## src/rtl/snn_plasticity_pkg.sv

```systemverilog
// Shared types and constants for the synaptic plasticity blocks.
// Holds the sweep FSM state encoding, timing-difference width and default weight width.
package snn_plasticity_pkg;

  localparam int TD_WIDTH        = 5;
  localparam int DEFAULT_W_WIDTH = 8;

  typedef enum logic [2:0] {
    IDLE  = 3'd0,
    READ  = 3'd1,
    EVAL  = 3'd2,
    WRITE = 3'd3,
    DONE  = 3'd4
  } stdp_state_e;

endpackage

```

## src/rtl/weight_step_sat.sv

```systemverilog
// Saturating weight step: moves an unsigned weight up or down by STEP, clamping at
// the range limits. With enable low the weight passes through unchanged.
module weight_step_sat
  import snn_plasticity_pkg::*;
#(
  parameter int W_WIDTH = DEFAULT_W_WIDTH,
  parameter int STEP    = 1
) (
  input  logic [W_WIDTH-1:0] weight,
  input  logic               direction,
  input  logic               enable,
  output logic [W_WIDTH-1:0] new_weight
);

  localparam logic [W_WIDTH:0] MAX_W  = {1'b0, {W_WIDTH{1'b1}}};
  localparam logic [W_WIDTH:0] STEP_X = (W_WIDTH+1)'(STEP);

  logic [W_WIDTH:0] wide_w;
  logic [W_WIDTH:0] sum_w;
  logic [W_WIDTH:0] diff_w;

  always_comb begin
    wide_w     = {1'b0, weight};
    sum_w      = wide_w + STEP_X;
    diff_w     = wide_w - STEP_X;
    new_weight = weight;
    if (enable) begin
      // One extra bit of headroom lets both overflow and underflow be detected.
      if (direction) begin
        new_weight = (sum_w > MAX_W) ? MAX_W[W_WIDTH-1:0] : sum_w[W_WIDTH-1:0];
      end else begin
        new_weight = (wide_w < STEP_X) ? '0 : diff_w[W_WIDTH-1:0];
      end
    end
  end

endmodule

```

## src/rtl/stdp_weight_updater.sv

```systemverilog
// STDP weight sweep: reads weight and spike-time difference per synapse, applies a
// calcium-gated saturating step, writes back changed weights. Optional event counters
// are enabled by defining STDP_EVENT_COUNT_EN.
module stdp_weight_updater
  import snn_plasticity_pkg::*;
#(
  parameter int NUM_SYN = 16,
  parameter int W_WIDTH = DEFAULT_W_WIDTH,
  parameter int STEP    = 1
) (
  input  logic                       clock,
  input  logic                       reset,
  input  logic                       update_req,
  output logic                       busy,
  output logic                       done,
  output logic [$clog2(NUM_SYN)-1:0] syn_addr,
  output logic                       rd_en,
  input  logic [W_WIDTH-1:0]         wt_rd_data,
  input  logic signed [TD_WIDTH-1:0] td_rd_data,
  output logic                       wr_en,
  output logic [W_WIDTH-1:0]         wt_wr_data,
  output logic signed [TD_WIDTH-1:0] time_difference,
  input  logic                       calcium_status,
  output logic [15:0]                pot_count,
  output logic [15:0]                dep_count
);

  localparam int AW = $clog2(NUM_SYN);
  localparam logic [AW-1:0] LAST_ADDR = AW'(NUM_SYN - 1);

  stdp_state_e               state_q, state_d;
  logic [AW-1:0]             addr_q, addr_d;
  logic [W_WIDTH-1:0]        wt_q, wt_d;
  logic signed [TD_WIDTH-1:0] td_q, td_d;

  logic               step_en;
  logic               step_up;
  logic [W_WIDTH-1:0] step_wt;

  // Zero difference never steps; -16 falls on the negative side and depresses.
  always_comb begin
    step_up = (td_q > 0);
    step_en = calcium_status && (td_q != 0);
  end

  weight_step_sat #(
    .W_WIDTH (W_WIDTH),
    .STEP    (STEP)
  ) u_step (
    .weight     (wt_q),
    .direction  (step_up),
    .enable     (step_en),
    .new_weight (step_wt)
  );

  always_comb begin
    state_d = state_q;
    addr_d  = addr_q;
    wt_d    = wt_q;
    td_d    = td_q;
    unique case (state_q)
      IDLE: begin
        if (update_req) begin
          state_d = READ;
          addr_d  = '0;
        end
      end
      READ:  state_d = EVAL;
      EVAL: begin
        wt_d    = wt_rd_data;
        td_d    = td_rd_data;
        state_d = WRITE;
      end
      WRITE: begin
        if (addr_q == LAST_ADDR) begin
          state_d = DONE;
        end else begin
          addr_d  = addr_q + 1'b1;
          state_d = READ;
        end
      end
      DONE:    state_d = IDLE;
      default: state_d = IDLE;
    endcase
  end

  always_ff @(posedge clock or posedge reset) begin
    if (reset) begin
      state_q <= IDLE;
      addr_q  <= '0;
      wt_q    <= '0;
      td_q    <= '0;
    end else begin
      state_q <= state_d;
      addr_q  <= addr_d;
      wt_q    <= wt_d;
      td_q    <= td_d;
    end
  end

  // Strobes decode straight from the state register so reset clears them at once.
  always_comb begin
    busy            = (state_q != IDLE);
    done            = (state_q == DONE);
    rd_en           = (state_q == READ);
    wr_en           = (state_q == WRITE) && (step_wt != wt_q);
    wt_wr_data      = (state_q == WRITE) ? step_wt : '0;
    syn_addr        = addr_q;
    time_difference = td_q;
  end

`ifdef STDP_EVENT_COUNT_EN
  logic [15:0] pot_q, pot_d;
  logic [15:0] dep_q, dep_d;

  always_comb begin
    pot_d = pot_q;
    dep_d = dep_q;
    if (wr_en) begin
      if (step_up) begin
        if (pot_q != 16'hFFFF) pot_d = pot_q + 16'd1;
      end else begin
        if (dep_q != 16'hFFFF) dep_d = dep_q + 16'd1;
      end
    end
  end

  always_ff @(posedge clock or posedge reset) begin
    if (reset) begin
      pot_q <= '0;
      dep_q <= '0;
    end else begin
      pot_q <= pot_d;
      dep_q <= dep_d;
    end
  end

  assign pot_count = pot_q;
  assign dep_count = dep_q;
`else
  assign pot_count = '0;
  assign dep_count = '0;
`endif

endmodule
```

## config.mk

```make
export PLATFORM = sky130hd
export DESIGN_NAME = stdp_weight_updater
export DESIGN_NICKNAME = d
export VERILOG_FILES = /design/src/rtl/snn_plasticity_pkg.sv /design/src/rtl/weight_step_sat.sv /design/src/rtl/stdp_weight_updater.sv
export SDC_FILE = /design/constraint.sdc
export NUM_CORES = 1
export LEC_CHECK = 0
export CORE_ASPECT_RATIO = 1.25
export CORE_MARGIN = 10
export CORE_UTILIZATION = 44
export DETAILED_ROUTE_END_ITERATION = 6
export PLACE_DENSITY = 0.86
export REMOVE_ABC_BUFFERS = 1
export SKIP_CTS_REPAIR_TIMING = 1
export SLEW_MARGIN = 10
export SYNTH_ARGS = -nofsm -noshare
export SYNTH_HDL_FRONTEND = slang
export SYNTH_SLANG_ARGS = --single-unit
```

## constraint.sdc

```tcl
create_clock -name clock -period 2.46 [get_ports clock]
set_input_delay 0.246 -clock clock [delete_from_list [all_inputs] [get_ports clock]]
set_output_delay 0.246 -clock clock [all_outputs]
set_load 0.1 [all_outputs]
```

### Word-level counts from Yosys, hierarchy flattened

Cells that the tools add are included.

* bits in registers: 20
* bits of input ports: 17
* output and inout port bits: 53
* logic and storage cells: 36

* add/sub/neg operators: 3
* order comparisons: 3
* eq/ne operators: 8
* muxes and demuxes: 11
* reduce and logical (&&, ||, !) cells: 7

Operator list (count)
* 8-bit two-way mux: 5
* 32-bit nonzero test: 1
* 3-bit case mux with 4 select lines: 1
* 8-bit by 1-bit adder with 9-bit output, second input constant: 1
* 9-bit by 8-bit greater-than comparator with 1-bit output, second input constant: 1
* 8-bit by 1-bit < comparator with 1-bit output, second input constant: 1
* 4-bit two-way mux: 2
* 8-bit != test: 1
* 4-bit case mux with 2 select lines: 1
* 8-bit by 1-bit subtractor with 8-bit output, second input constant: 1
* 3-bit by 2-bit equality test with 1-bit output, second input constant: 2
* 3-bit two-way mux: 2
* 5-bit by 1-bit greater-than comparator with 1-bit output, second input constant: 1
* 4-bit by 1-bit adder with 4-bit output, second input constant: 1
* 4-bit equality test, second input constant: 1
* 2-bit != test, second input constant: 2
* 3-bit by 1-bit equality test with 1-bit output, second input constant: 1
* 3-bit equality test, second input constant: 1
* 3-bit logical NOT: 1
* 3-bit AND reduction: 1
* 3-bit nonzero test: 1
* 1-bit logical AND: 2
* 2-bit nonzero test: 1

### Logic depth before layout (Yosys ltp)

* depth in word-level cells: 7
* mapped depth: 7
* mapped depth without buffers: 7

### Modules after synthesis

A second synthesis with hierarchy kept.

* cells, all modules: 214
* area total of the unflattened synthesis: 1880.6 µm²

By module, submodules not included
* stdp_weight_updater: instances 1, cells an instance 123, area an instance 1288.7 µm², sequential area each 500.5 µm²
* weight_step_sat: instances 1, cells an instance 91, area an instance 591.8 µm², sequential area each 0.0 µm²

### Worst setup path after synthesis

OpenSTA, ideal clock, no wires.

* path kind: reg-to-output
* start: register td_q[2] (netlist: time_difference[2])
* end: output wt_wr_data[6]
* data arrival time: 4.273 ns
* required time: 2.214 ns
* setup slack: -2.059 ns
* cell stages (with the launch flop): 5
* cells stage by stage: dfrtp_1 -> or4_4 -> o21a_1 -> buf_2 -> a311oi_1

* word-level cells in the longest chain between the ends: 4
* elaborated cells on any way between the ends: 6

Ends and longest elaborated chain
* start: declaration: RTL line stdp_weight_updater.sv:34 `logic signed [TD_WIDTH-1:0] td_q, td_d;`
* start signal: assignment: RTL line stdp_weight_updater.sv:97 `td_q <= td_d;`
* 5-bit by 1-bit greater-than comparator with 1-bit output or 32-bit nonzero test (tied branches): RTL line stdp_weight_updater.sv:42, stdp_weight_updater.sv:43
* 8-bit two-way mux or 1-bit logical AND (tied branches): RTL line weight_step_sat.sv:29, stdp_weight_updater.sv:43
* 8-bit two-way mux *: RTL line weight_step_sat.sv:27 `if (enable) begin`
* 8-bit two-way mux *: RTL line stdp_weight_updater.sv:107 `wt_wr_data = (state_q == WRITE) ? step_wt : '0;`
* end: declaration: RTL line stdp_weight_updater.sv:21 `output logic [W_WIDTH-1:0] wt_wr_data,`

Mark *: on every way between the ends. The rest lies on a longest branch, timed or not.

### Worst setup path after layout

* start: register wt_q[0]
* end: output wt_wr_data[7]

* word-level cells in the longest chain between the ends: 6
* elaborated cells on any way between the ends: 9

Ends and longest elaborated chain
* start: declaration: RTL line stdp_weight_updater.sv:33 `logic [W_WIDTH-1:0] wt_q, wt_d;`
* start signal: assignment: RTL line stdp_weight_updater.sv:96 `wt_q <= wt_d;`
* 8-bit by 1-bit adder with 9-bit output: RTL line weight_step_sat.sv:24 `sum_w = wide_w + STEP_X;`
* 9-bit by 8-bit greater-than comparator with 1-bit output: RTL line weight_step_sat.sv:30 `new_weight = (sum_w > MAX_W) ? MAX_W[W_WIDTH-1:0] : sum_w[W_WIDTH-1:0];`
* 8-bit two-way mux: RTL line weight_step_sat.sv:30
* 8-bit two-way mux *: RTL line weight_step_sat.sv:29 `if (direction) begin`
* 8-bit two-way mux *: RTL line weight_step_sat.sv:27
* 8-bit two-way mux *: RTL line stdp_weight_updater.sv:107

Marked as above.

==> run_summary.xml <==
<?xml version="1.0" encoding="UTF-8"?>
<metrics>
  <group name="floorplanning">
    <metric name="num_rows" unit="">25</metric>
    <metric name="initial_core_util" unit="%">45.55</metric>
    <metric name="die_width" unit="um">75.99</metric>
    <metric name="die_area" unit="um^2">6838</metric>
    <metric name="core_area" unit="um^2">3785</metric>
    <metric name="floorplan.die.height" unit="um">89.99</metric>
    <metric name="ios" unit="">70</metric>
  </group>
  <group name="timing">
    <metric name="max_slew.worst_pin.slew" unit="ps">720.0</metric>
    <metric name="rsz_0062_raised_after_global_routing" unit="">true</metric>
    <metric name="timing.final.hold_violations" unit="">0</metric>
    <metric name="drv_slew" unit="">0</metric>
    <metric name="post-route-min-period" unit="ps">2513</metric>
    <metric name="total_negative_setup_slacks" unit="ps">-89.45</metric>
    <metric name="max_freq" unit="MHz">398.0</metric>
    <metric name="hold_ws" unit="ps">412.1</metric>
    <metric name="final-setup-viol-count" unit="">4</metric>
    <metric name="maxSlewHeadroom" unit="%">51.94</metric>
    <metric name="postLayoutSetupSlackWorst" unit="ps">-52.78</metric>
    <metric name="period_share" unit="%">102.1</metric>
    <metric name="fin_worst_skew" unit="ps">1.324</metric>
  </group>
  <group name="detailed_routing">
    <metric name="wl_met3" unit="um">389</metric>
    <metric name="detailroute.wirelength.met2" unit="um">2416</metric>
    <metric name="drt.antenna.violating_nets" unit="">0</metric>
    <metric name="route.detailed.vias_per_inst" unit="">5.325</metric>
    <metric name="firstDrtPassIters" unit="">4</metric>
    <metric name="routed_wire_length_per_instance" unit="um">15.00</metric>
    <metric name="highest_layer" unit="">met4</metric>
    <metric name="initialDrtViolationCount" unit="">152</metric>
    <metric name="totalWireLength" unit="um">4665</metric>
    <metric name="drc" unit="">0</metric>
    <metric name="wl_met1" unit="um">1790</metric>
    <metric name="via_count" unit="">1656</metric>
  </group>
  <group name="synthesis">
    <metric name="yosysWarningCount" unit="">0</metric>
    <metric name="postSynthAreaPerCell" unit="um^2">8.289</metric>
    <metric name="synth_adder_area_share" unit="%">2.177</metric>
    <metric name="netlist_instances" unit="">208</metric>
    <metric name="cell_area_synth" unit="um^2">1724</metric>
    <metric name="number_of_flops_mapped_to_enable_cells_by_yosys" unit="">0</metric>
    <metric name="synth_cell_type_count" unit="">49</metric>
    <metric name="ys_top_cells_by_area" unit="">dfrtp_1 (29%), buf_4 (14%), mux2_2 (5.9%)</metric>
    <metric name="asyncSetResetFlopFracSynth" unit="%">100.0</metric>
    <metric name="synthXorXnorAreaFrac" unit="%">0.5080</metric>
    <metric name="synth.mux.area_fraction" unit="%">7.620</metric>
    <metric name="synthDominantCellAreaShare" unit="%">29.03</metric>
    <metric name="synth_top_flop_cell" unit="">dfrtp_1</metric>
    <metric name="ys_seq_elements" unit="">20</metric>
    <metric name="synth_sequential_area_ratio" unit="%">29.03</metric>
    <metric name="synth_compound_gate_area_share" unit="%">19.30</metric>
    <metric name="main_combinational_cell_family_by_area_after_synthesis" unit="">simple AND/OR/NAND/NOR gates</metric>
    <metric name="synthSimpleGateAreaFrac" unit="%">21.70</metric>
    <metric name="netlist.top_cell.by_area" unit="">dfrtp_1</metric>
  </group>
  <group name="worst_setup_path">
    <metric name="cp_data_arrival_time" unit="ps">2270</metric>
    <metric name="worst-path-buf-inv" unit="">3</metric>
    <metric name="crit_family" unit="">simple AND/OR/NAND/NOR gates</metric>
    <metric name="rrSetupSlack" unit="ps">900</metric>
    <metric name="worstPathRequired" unit="ps">2210</metric>
    <metric name="endpoint_kind" unit="">primary output</metric>
    <metric name="critical_path_cell_by_cell" unit="">buf_6, or4_4, nor4_4, mux2i_1, a311oi_1, buf_4, buf_12</metric>
    <metric name="timing.setup.critical_path_class" unit="">flip-flop to primary output</metric>
    <metric name="cp_max_fo" unit="">6</metric>
    <metric name="critPathMaxStageDelay" unit="ps">580</metric>
    <metric name="kind_of_start_point_of_the_critical_path" unit="">flip-flop</metric>
    <metric name="cp_slowest_cell" unit="">or4_4</metric>
  </group>
  <group name="grt">
    <metric name="grt_max_degree" unit="">21</metric>
    <metric name="number_of_global_route_vias_before_repair" unit="">1572</metric>
    <metric name="grt_pass1_wl" unit="um">7251</metric>
    <metric name="antenna_found_initial" unit="">0</metric>
    <metric name="global_route.usage.total" unit="%">12.15</metric>
    <metric name="globalRouteOverflowTotal" unit="">0</metric>
  </group>
  <group name="run_status">
    <metric name="violated_checks" unit="">negative setup slack</metric>
    <metric name="status" unit="">finished, violations left</metric>
  </group>
  <group name="clock_network">
    <metric name="clk_pin_slew_worst_paths" unit="ps">60</metric>
    <metric name="number_of_h_tree_levels" unit="">1</metric>
    <metric name="clock_sink_count" unit="">20</metric>
    <metric name="root_buffer_selected_by_cts" unit="">clkbuf_8</metric>
    <metric name="cts_tree" unit="">yes</metric>
    <metric name="clk-insertion-delay-late" unit="ps">250</metric>
    <metric name="clk_path_buf_depth" unit="">2</metric>
    <metric name="cts_buffers" unit="">3</metric>
  </group>
  <group name="placed_design">
    <metric name="dpl.hpwl" unit="um">3570</metric>
    <metric name="dpl_cell_area" unit="um^2">2158</metric>
    <metric name="number_of_buffer_cells_added_on_primary_ports" unit="">37</metric>
    <metric name="globalplace.congestion" unit="">0.9229</metric>
  </group>
  <group name="job">
    <metric name="maxCapViolCount" unit="">0</metric>
  </group>
  <group name="final_layout">
    <metric name="antenna_diode_count" unit="">0</metric>
    <metric name="layout.nets" unit="">279</metric>
    <metric name="share_of_post_route_cells_with_drive_strength_above_1" unit="%">31.91</metric>
    <metric name="area_delta_synth_final" unit="%">35.56</metric>
    <metric name="finalInstanceArea" unit="um^2">2337</metric>
  </group>
  <group name="hold_path">
    <metric name="hold_path_class" unit="">input pin to async pin</metric>
  </group>
</metrics>
==> layer usage <==
layer,global-route usage (%),vias to the layer above
li1,-,785
met1,12.94,777
met2,21.80,81
met3,3.685,13
met4,4.430,0
met5,0,-
==> cells by family after synthesis <==
group / count (synthesis)
other cells: 1
compound gates: 52
simple gates: 68
buf+inv: 51
mux: 12
xor+xnor: 1
fa+ha+maj: 3
flops: 20
==> worst paths after layout <==
kind | startpoint | depth (start not counted) | endpoint
min in group clock | state_q[2] | 1 | state_q[0]
worst min-delay path | reset | 2 | wt_q[5]
worst max-delay path | wt_q[0] | 7 | wt_wr_data[7]
worst min register to register | state_q[2] | 1 | state_q[0]
max in group asynchronous | reset | 2 | wt_q[4]
worst max register to register | state_q[1] | 4 | syn_addr[1]
==> cells in the mapped netlist (2+ instances only) <==
library cell,count
nor3_1,5
a311oi_1,4
clkbuf_1,4
nor2_1,18
a31oi_1,2
buf_4,32
buf_2,6
buf_6,2
o21ai_0,15
a21oi_1,12
a211oi_1,2
mux2i_1,3
nor3b_1,3
nand4_1,3
inv_1,6
ha_1,3
dfrtp_1,20
nand3_1,8
o31ai_1,2
mux2_2,9
or4_4,2
or2_2,2
nor4_1,2
nand2_1,15
o211ai_1,2
a22oi_1,2
o21bai_1,2
==> layout make-up <==
type	instances	area, um^2
fillers	309	1448
repair buffers	60	623.1
clock buffers	3	41.29
flip-flops and latches	20	501.7
well taps	54	67.56
inverters	6	22.52
multi-input cells	168	1081
==> registers in the layout (all words and copies together) (netlist names) <==
name	cells
state_q	3
time_difference	5
wt_q	8
syn_addr	4
==> layout by cell type, fill, tap and decap left out, drive strengths merged, types with 2 or more instances in the layout <==
cell type	netlist	final
buf	40	43
conb	1	32
dfrtp	20	20
nor2	18	18
clkdlybuf4s50	0	16
o21ai	16	16
nand2	15	15
a21oi	12	12
mux2	9	9
nand3	8	8
inv	6	6
nor3	5	5
a311oi	4	4
clkbuf	5	4
nand4	3	3
mux2i	3	3
nor3b	3	3
or4	3	3
ha	3	3
nor4	3	3
o21bai	2	2
or2	2	2
o211ai	2	2
o31ai	2	2
a31oi	2	2
a22oi	2	2
a211oi	2	2
nand2b	2	2
==> through the flow <==
stage | cells | util, % | setup WS (ps)
final | 311 | 61.75 | -52.78
after CTS | 305 | 58.12 | -179.2
after global routing | 311 | 61.75 | -100.3
after detailed placement | 302 | 57.02 | 90.38
after floorplan | 194 | - | -2014
after global placement | 302 | 57.02 | 115.0
==> worst register-to-register path, stage by stage, from the launching register on <==
cell,delay (ps)
dfrtp_1,470
nor4_1,630
nor2_1,80
a22oi_1,170
o21ai_0,90
Power is not shown: default switching activity piles up to over one toggle a cycle in this logic, so the estimate is an artifact.
